`config.mk`:
```
export PLATFORM = sky130hd
export DESIGN_NAME = sync_fifo_v2
export DESIGN_NICKNAME = d
export VERILOG_FILES = /design/src/rtl/sync_fifo_v2.sv
export SDC_FILE = /design/constraint.sdc
export NUM_CORES = 1
export LEC_CHECK = 0
export CORE_MARGIN = 5
export CORE_UTILIZATION = 45
export CTS_BUF_LIST = sky130_fd_sc_hd__clkbuf_4
export CTS_CLUSTER_DIAMETER = 150
export DETAILED_ROUTE_END_ITERATION = 10
export DONT_BUFFER_PORTS = 1
export GPL_TIMING_DRIVEN = 0
export PLACE_DENSITY_LB_ADDON = 0.3
export SLEW_MARGIN = 20
export SYNTH_ARGS = -nofsm -noshare
export SYNTH_HDL_FRONTEND = slang
export SYNTH_SLANG_ARGS = --single-unit
```
`constraint.sdc`:
```
create_clock -name clk -period 2.6 [get_ports clk]
set_input_delay 0.26 -clock clk [delete_from_list [all_inputs] [get_ports clk]]
set_output_delay 0.26 -clock clk [all_outputs]
set_load 0.01 [all_outputs]
```
`src/rtl/sync_fifo_v2.sv`:
```
// Single-clock FIFO with registered or first-word-fall-through read, programmable
// almost-full/almost-empty thresholds, occupancy count and sticky error flags.
module sync_fifo_v2 #(
  parameter int DWIDTH = 8,
  parameter int DEPTH  = 16,
  parameter int FWFT   = 0,
  localparam int AWIDTH = $clog2(DEPTH)
) (
  input  logic              clk,
  input  logic              rst,
  input  logic              wr_en,
  input  logic [DWIDTH-1:0] in_data,
  input  logic              rd_en,
  output logic [DWIDTH-1:0] out_data,
  output logic              out_valid,
  output logic              full,
  output logic              empty,
  output logic              almostfull,
  output logic              almostempty,
  output logic [AWIDTH:0]   count,
  input  logic [AWIDTH:0]   af_thresh,
  input  logic [AWIDTH:0]   ae_thresh,
  output logic              overflow,
  output logic              underflow,
  input  logic              err_clr
);

  // Handshake: wr_en pushes in_data when !full, rd_en pops the head when !empty;
  // both are judged on pre-edge state and a refused request only raises its error flag.

  logic [AWIDTH:0]   r_wptr;
  logic [AWIDTH:0]   r_rptr;
  logic [DWIDTH-1:0] r_mem [DEPTH];
  logic              r_overflow;
  logic              r_underflow;

  logic [AWIDTH:0]   w_count;
  logic              w_full;
  logic              w_empty;
  logic              w_wr_acc;
  logic              w_rd_acc;

  assign w_count  = r_wptr - r_rptr;
  assign w_full   = (r_wptr[AWIDTH] != r_rptr[AWIDTH]) &&
                    (r_wptr[AWIDTH-1:0] == r_rptr[AWIDTH-1:0]);
  assign w_empty  = (r_wptr == r_rptr);
  assign w_wr_acc = wr_en && !w_full;
  assign w_rd_acc = rd_en && !w_empty;

  always_ff @(posedge clk or posedge rst) begin
    if (rst) begin
      r_wptr <= '0;
      r_rptr <= '0;
    end else begin
      if (w_wr_acc) r_wptr <= r_wptr + 1'b1;
      if (w_rd_acc) r_rptr <= r_rptr + 1'b1;
    end
  end

  // Storage is deliberately left out of reset.
  always_ff @(posedge clk) begin
    if (w_wr_acc) r_mem[r_wptr[AWIDTH-1:0]] <= in_data;
  end

  // Set wins over clear so an error in the clearing cycle is never lost.
  always_ff @(posedge clk or posedge rst) begin
    if (rst) begin
      r_overflow  <= 1'b0;
      r_underflow <= 1'b0;
    end else begin
      if (wr_en && w_full)      r_overflow <= 1'b1;
      else if (err_clr)         r_overflow <= 1'b0;
      if (rd_en && w_empty)     r_underflow <= 1'b1;
      else if (err_clr)         r_underflow <= 1'b0;
    end
  end

  generate
    if (FWFT != 0) begin : g_fwft
      assign out_data  = r_mem[r_rptr[AWIDTH-1:0]];
      assign out_valid = !w_empty;
    end else begin : g_reg
      logic [DWIDTH-1:0] r_out_data;
      logic              r_out_valid;

      always_ff @(posedge clk or posedge rst) begin
        if (rst) begin
          r_out_data  <= '0;
          r_out_valid <= 1'b0;
        end else begin
          r_out_valid <= w_rd_acc;
          if (w_rd_acc) r_out_data <= r_mem[r_rptr[AWIDTH-1:0]];
        end
      end

      assign out_data  = r_out_data;
      assign out_valid = r_out_valid;
    end
  endgenerate

  assign count       = w_count;
  assign full        = w_full;
  assign empty       = w_empty;
  assign almostfull  = (w_count >= af_thresh);
  assign almostempty = (w_count <= ae_thresh);
  assign overflow    = r_overflow;
  assign underflow   = r_underflow;

endmodule

```
## Word level (Yosys, flattened, before mapping)

Memory sizes are Yosys's and may differ from the RTL's. A register that Yosys moved wholly into a read port is not among the register bits.
Index checks and enable logic that the tools add are counted.

| cells by class | value |
|---|---|
| mux-type cells | 5 |
| $add $sub $neg | 3 |
| reductions and logical operators | 9 |
| eq/ne operators | 3 |
| order comparisons | 2 |

Operator list:

| kind | count |
|---|---|
| 5-bit by 1-bit adder with 5-bit output, second input constant | 2 |
| 5-bit == test | 1 |
| 5-bit >= comparator | 1 |
| 5-bit <= comparator | 1 |
| 1-bit logical AND | 5 |
| 1-bit 2-to-1 mux | 5 |
| 5-bit subtractor | 1 |
| 4-bit == test | 1 |
| 2-bit nonzero test | 2 |
| 1-bit zero test | 2 |
| 1-bit != test | 1 |

| word-level totals | value |
|---|---|
| RAM bits | 128 |
| memories kept | 1 |
| input bits | 23 |
| word-level logic and storage cells | 28 |
| bits in registers | 13 |
| output and inout bits | 20 |

Memories:

| memory | words | width | read ports | clocked after Yosys merged registers in | wr ports | line | source |
|---|---|---|---|---|---|---|---|
| r_mem | 16 | 8 | 1 | 1 | 1 | 33 | `logic [DWIDTH-1:0] r_mem [DEPTH];` |

## Logic depth before layout (Yosys ltp)

| logic depth | value |
|---|---|
| depth after elaboration | 6 |
| gate-level depth with buffers | 11 |
| depth with buffers taken out | 11 |

## Least setup slack after synthesis

No wires, ideal clock.

| timing | value |
|---|---|
| kind | register -> output |
| start | register r_wptr[0] |
| end | output almostempty |
| cell stages (with the launch flop) | 12 |
| buffers on the path | 0 |
| path slack | 0.061 ns |
| arrival time | 2.279 ns |
| data required time | 2.340 ns |
| cell sequence | dfrtp_1 -> inv_1 -> ha_1 -> inv_1 -> fa_1 -> a21o_1 -> a21oi_1 -> xnor2_1 -> ha_1 -> and4_1 -> nand2_1 -> o211ai_1 |

| between the ends | value |
|---|---|
| cells in the longest elaborated chain, start to end | 2 |

Ends and longest elaborated chain:

| what | line | source |
|---|---|---|
| start: declaration | 31 | `logic [AWIDTH:0] r_wptr;` |
| start signal: assignment | 55 | `if (w_wr_acc) r_wptr <= r_wptr + 1'b1;` |
| 5-bit subtractor | 43 | `assign w_count = r_wptr - r_rptr;` |
| net count[4] | 20 | `output logic [AWIDTH:0] count,` |
| 5-bit <= comparator | 105 | `assign almostempty = (w_count <= ae_thresh);` |
| end: declaration | 19 | `output logic almostempty,` |

The timed path passes the listed nets, and every way through them passes these cells.

## Worst setup path after layout

Ends and elaborated chain as after synthesis.

==> run summary <==
kind of critical path: reg -> out
number of remaining DRC errors: 0
clock period minus worst slack: 3.071 ns
buffer cell driving the clock tree root: sky130_fd_sc_hd__clkbuf_4
synthesized-area fraction occupied by and/or/nand/nor cells: 4.833%
Tcrit/Tclk final: 118.1%
non-filler cells in the finished layout: 611
clk sinks: 149
static leakage: 2.547 nW
initial cell density of the core: 45.29%
post-detailed-route count of antenna-violating nets: 0
synthesized area per cell: 16.48 um^2
required time of the worst setup path: 2.34 ns
Setup violations, final: 2
commonest cells after routing, fill and taps aside: 128 x sky130_fd_sc_hd__edfxtp_1, 32 x sky130_fd_sc_hd__mux2i_1, 22 x sky130_fd_sc_hd__clkbuf_4
average wire per cell in the routed design: 21.62 um
number of slew-limit violations in the final report: 0
largest fanout on the critical path: 3
TritonCTS clock tree: built
IR Drop Worst-Case VDD: 0.0004465 V
Relative slew margins: 41.68%
Tightest Hold Check Type: in -> reg
final setup slack of the worst path: -0.4714 ns
Yosys top cell by area: sky130_fd_sc_hd__edfxtp_1
Setup TNS: -0.7912 ns
1st-pass router iterations: 5
synthesis-to-layout area growth: 16.17%
peak per-stage delay on the critical path: 0.41 ns
complex-gate fraction of the synthesized area: 4.672%
routed vias/inst: 5.576
peak clock frequency supported by timing: 325.6 MHz
Power Dens Cells: 1157 nW/um^2
via count of the first global-routing pass: 3484
final count of hold timing violations: 0
horizontal extent of the die: 127.5 um
critical path data arrival time: 2.81 ns
H-Tree Level Count: 4
number of CTS-inserted buffers: 17
routed wire length: 13.21 mm
CP max-delay cell: sky130_fd_sc_hd__dfrtp_1
Crit. End Element: output pin
dominant combinational cell family by area after synthesis: multiplexers
Port Buffers: 0
via count of the routed design: 3407
clock slew at the register clock pins of the worst setup and hold paths: 0.13 ns
worst hold slack: 0.05863 ns
post-synth net total: 420
measured slew at the worst slew-check pin: 0.8738 ns
async set-or-reset flop fraction in the synthesized netlist: 14.09%
kind of launch point of the worst setup path: flip-flop
placed wire-length estimate after detailed placement: 8.516 mm
post-layout total power: 0.008349 W
flops & latches, synth: 149
number of primary I/O pins: 43
series of cell instances along the critical path: inv_2 > ha_4 > inv_2 > fa_2 > a21o_1 > a21oi_2 > xnor2_2 > ha_1 > and4_1 > nand2_1 > o211ai_1
Synth Area in Adders: 4.148%
status: complete, but fails checks
final net count: 460
leading cell type in the layout, fill and taps excluded: sky130_fd_sc_hd__edfxtp_1
leftover overflow at the end of global routing: 0
pin count of the biggest net entering global routing: 22
cell types with the largest area share after synthesis: sky130_fd_sc_hd__edfxtp_1 62%, sky130_fd_sc_hd__dfrtp_1 8.5%, sky130_fd_sc_hd__mux2i_1 5.2%
synthesized area: 6213 um^2
core area: 13720 um^2
# rows: 43
fraction of post-synthesis cell area in the top cell type by area: 61.86%
Final Wtd Congestion: 0.8265
RSZ-0062 raised after global routing: true
CP top delay family: adder cells
drt first-iter violations: 371
violations in the final reports: setup timing
die boundary height: 127.5 um
sequential element share of the synthesized area: 70.32%
initial antenna violation count: 1
post-synthesis xor/xnor area fraction: 1.832%
layout cells sized above 1: 23.02%
most used flip-flop cell after synthesis: sky130_fd_sc_hd__edfxtp_1
Die ar.: 16260 um^2
Clock Path Buffers: 2
most frequent CP cell: sky130_fd_sc_hd__inv_2
number of buffer and inverter instances along the worst setup path: 2
cell total after placement: 557
number of warnings issued by yosys: 0
Gate Count Post-Synth: 377
number of flops mapped to enable cells by yosys: 128
multiplexer share of the synthesized area: 11.26%
Overall Global Routing Usage: 16.99%
insertion delay of the later-clocked pin in the worst-skew pair: 0.55 ns
number of distinct library cells after synthesis: 34
final worst clock skew: 0.02821 ns
wire length of the first global-routing pass: 20.00 mm
max-cap violations: 0
## cell families (layout without fill, tap and decap cells)
logic type | Yosys count | count (layout)
AOI/OAI and AO/OA | 46 | 46
xor gates and xnor gates | 13 | 13
adders and majority gates | 20 | 20
buffers and inverters | 34 | 87
DFF | 149 | 149
muxes | 48 | 48
other | 0 | 1
and+or+nand+nor | 67 | 67
## layout make-up
| cell class | count | area (um^2) |
|---|---|---|
| Inverter | 19 | 71.32 |
| Fill cell | 1128 | 6501 |
| Timing Repair Buffer | 21 | 250.2 |
| Multi-Input combinational cell | 194 | 1868 |
| Antenna cell | 1 | 2.502 |
| Clock buffer | 21 | 157.7 |
| Clock inverter | 11 | 160.2 |
| Sequential cell | 149 | 4369 |
| Tap cell | 180 | 225.2 |
| Buffer | 15 | 113.9 |
## flip-flops by register name, indices dropped and copies added, names as in the netlist
signal     count
r_mem        128
underflow      1
out_valid      1
r_wptr         5
overflow       1
out_data       8
r_rptr         5
## power breakdown
part           switching (W)  leakage (nW)  internal, W
Combinational        0.00210         0.969      0.00148
Clock               0.000781         0.173     0.000799
Sequential          0.000227          1.41      0.00296
## layer usage
metal / share of wire [%] / wire, um / vias up / track usage [%]
met5: 0 / 0 / - / 0
met4: 2.3 / 301 / 0 / 6.562
met3: 6.7 / 880 / 23 / 5.560
met2: 48 / 6390 / 97 / 26.85
met1: 43 / 5635 / 1749 / 21.88
li1: - / - / 1538 / -
## worst reg2reg max path: cells and delay by family, from the launching register on
family / cells / cell delay, ns
DFF: 1 / 0.35
buffers and inverters: 4 / 0.60
and+or+nand+nor: 5 / 0.90
adders and majority gates: 1 / 0.35
## synthesized netlist by cell type (2+ instances only)
| cell type | n |
|---|---|
| sky130_fd_sc_hd__a21oi_1 | 4 |
| sky130_fd_sc_hd__xor2_1 | 3 |
| sky130_fd_sc_hd__nor2_1 | 34 |
| sky130_fd_sc_hd__buf_2 | 7 |
| sky130_fd_sc_hd__o21ai_0 | 6 |
| sky130_fd_sc_hd__a31oi_1 | 8 |
| sky130_fd_sc_hd__mux4_1 | 5 |
| sky130_fd_sc_hd__dfrtp_1 | 21 |
| sky130_fd_sc_hd__nand2_1 | 12 |
| sky130_fd_sc_hd__inv_1 | 18 |
| sky130_fd_sc_hd__a21o_1 | 2 |
| sky130_fd_sc_hd__nand4_1 | 5 |
| sky130_fd_sc_hd__mux4_2 | 11 |
| sky130_fd_sc_hd__nor3_1 | 4 |
| sky130_fd_sc_hd__nor2b_1 | 3 |
| sky130_fd_sc_hd__clkbuf_1 | 2 |
| sky130_fd_sc_hd__edfxtp_1 | 128 |
| sky130_fd_sc_hd__buf_4 | 2 |
| sky130_fd_sc_hd__nand2b_1 | 3 |
| sky130_fd_sc_hd__a22oi_1 | 8 |
| sky130_fd_sc_hd__ha_1 | 19 |
| sky130_fd_sc_hd__buf_6 | 3 |
| sky130_fd_sc_hd__nand3_1 | 3 |
| sky130_fd_sc_hd__mux2i_1 | 32 |
| sky130_fd_sc_hd__xnor2_1 | 10 |
| sky130_fd_sc_hd__o22ai_1 | 16 |
## final timing paths
path | from | end | slack, ns | depth (start not counted)
setup / recovery | r_wptr[0] | almostempty | -0.47 | 11
hold / removal | rd_en | r_rptr[2] | 0.06 | 3
setup reg to reg | r_rptr[3] | r_mem[0][3] | 0.13 | 10
hold reg to reg | r_rptr[4] | r_rptr[4] | 0.55 | 1
max in group asynchronous | rst | r_wptr[1] | 1.72 | 2
min in group asynchronous | rst | out_data[3] | 0.33 | 2
## metrics by stage
stage	setup WS [ns]	area, um^2	util, %
2_1_floorplan	0.06053	6213	-
5_1_grt	-0.6327	7218	52.61
6_report	-0.4714	7218	52.61
3_5_place_dp	-0.2603	6459	47.08
3_3_place_gp	-0.6236	6439	46.93
4_1_cts	-0.4848	7039	51.31
## what timing repair did
item | CTS | global route
buffers inserted | 3 | 6
endpoints found under the setup margin | 123 | 130
gates resized for setup | 30 | 19
pin swaps | 8 | 14
hold buffers | 12 | 0
endpoints found under the hold margin | 151 | 0
Power figures use the tool's default switching activity.
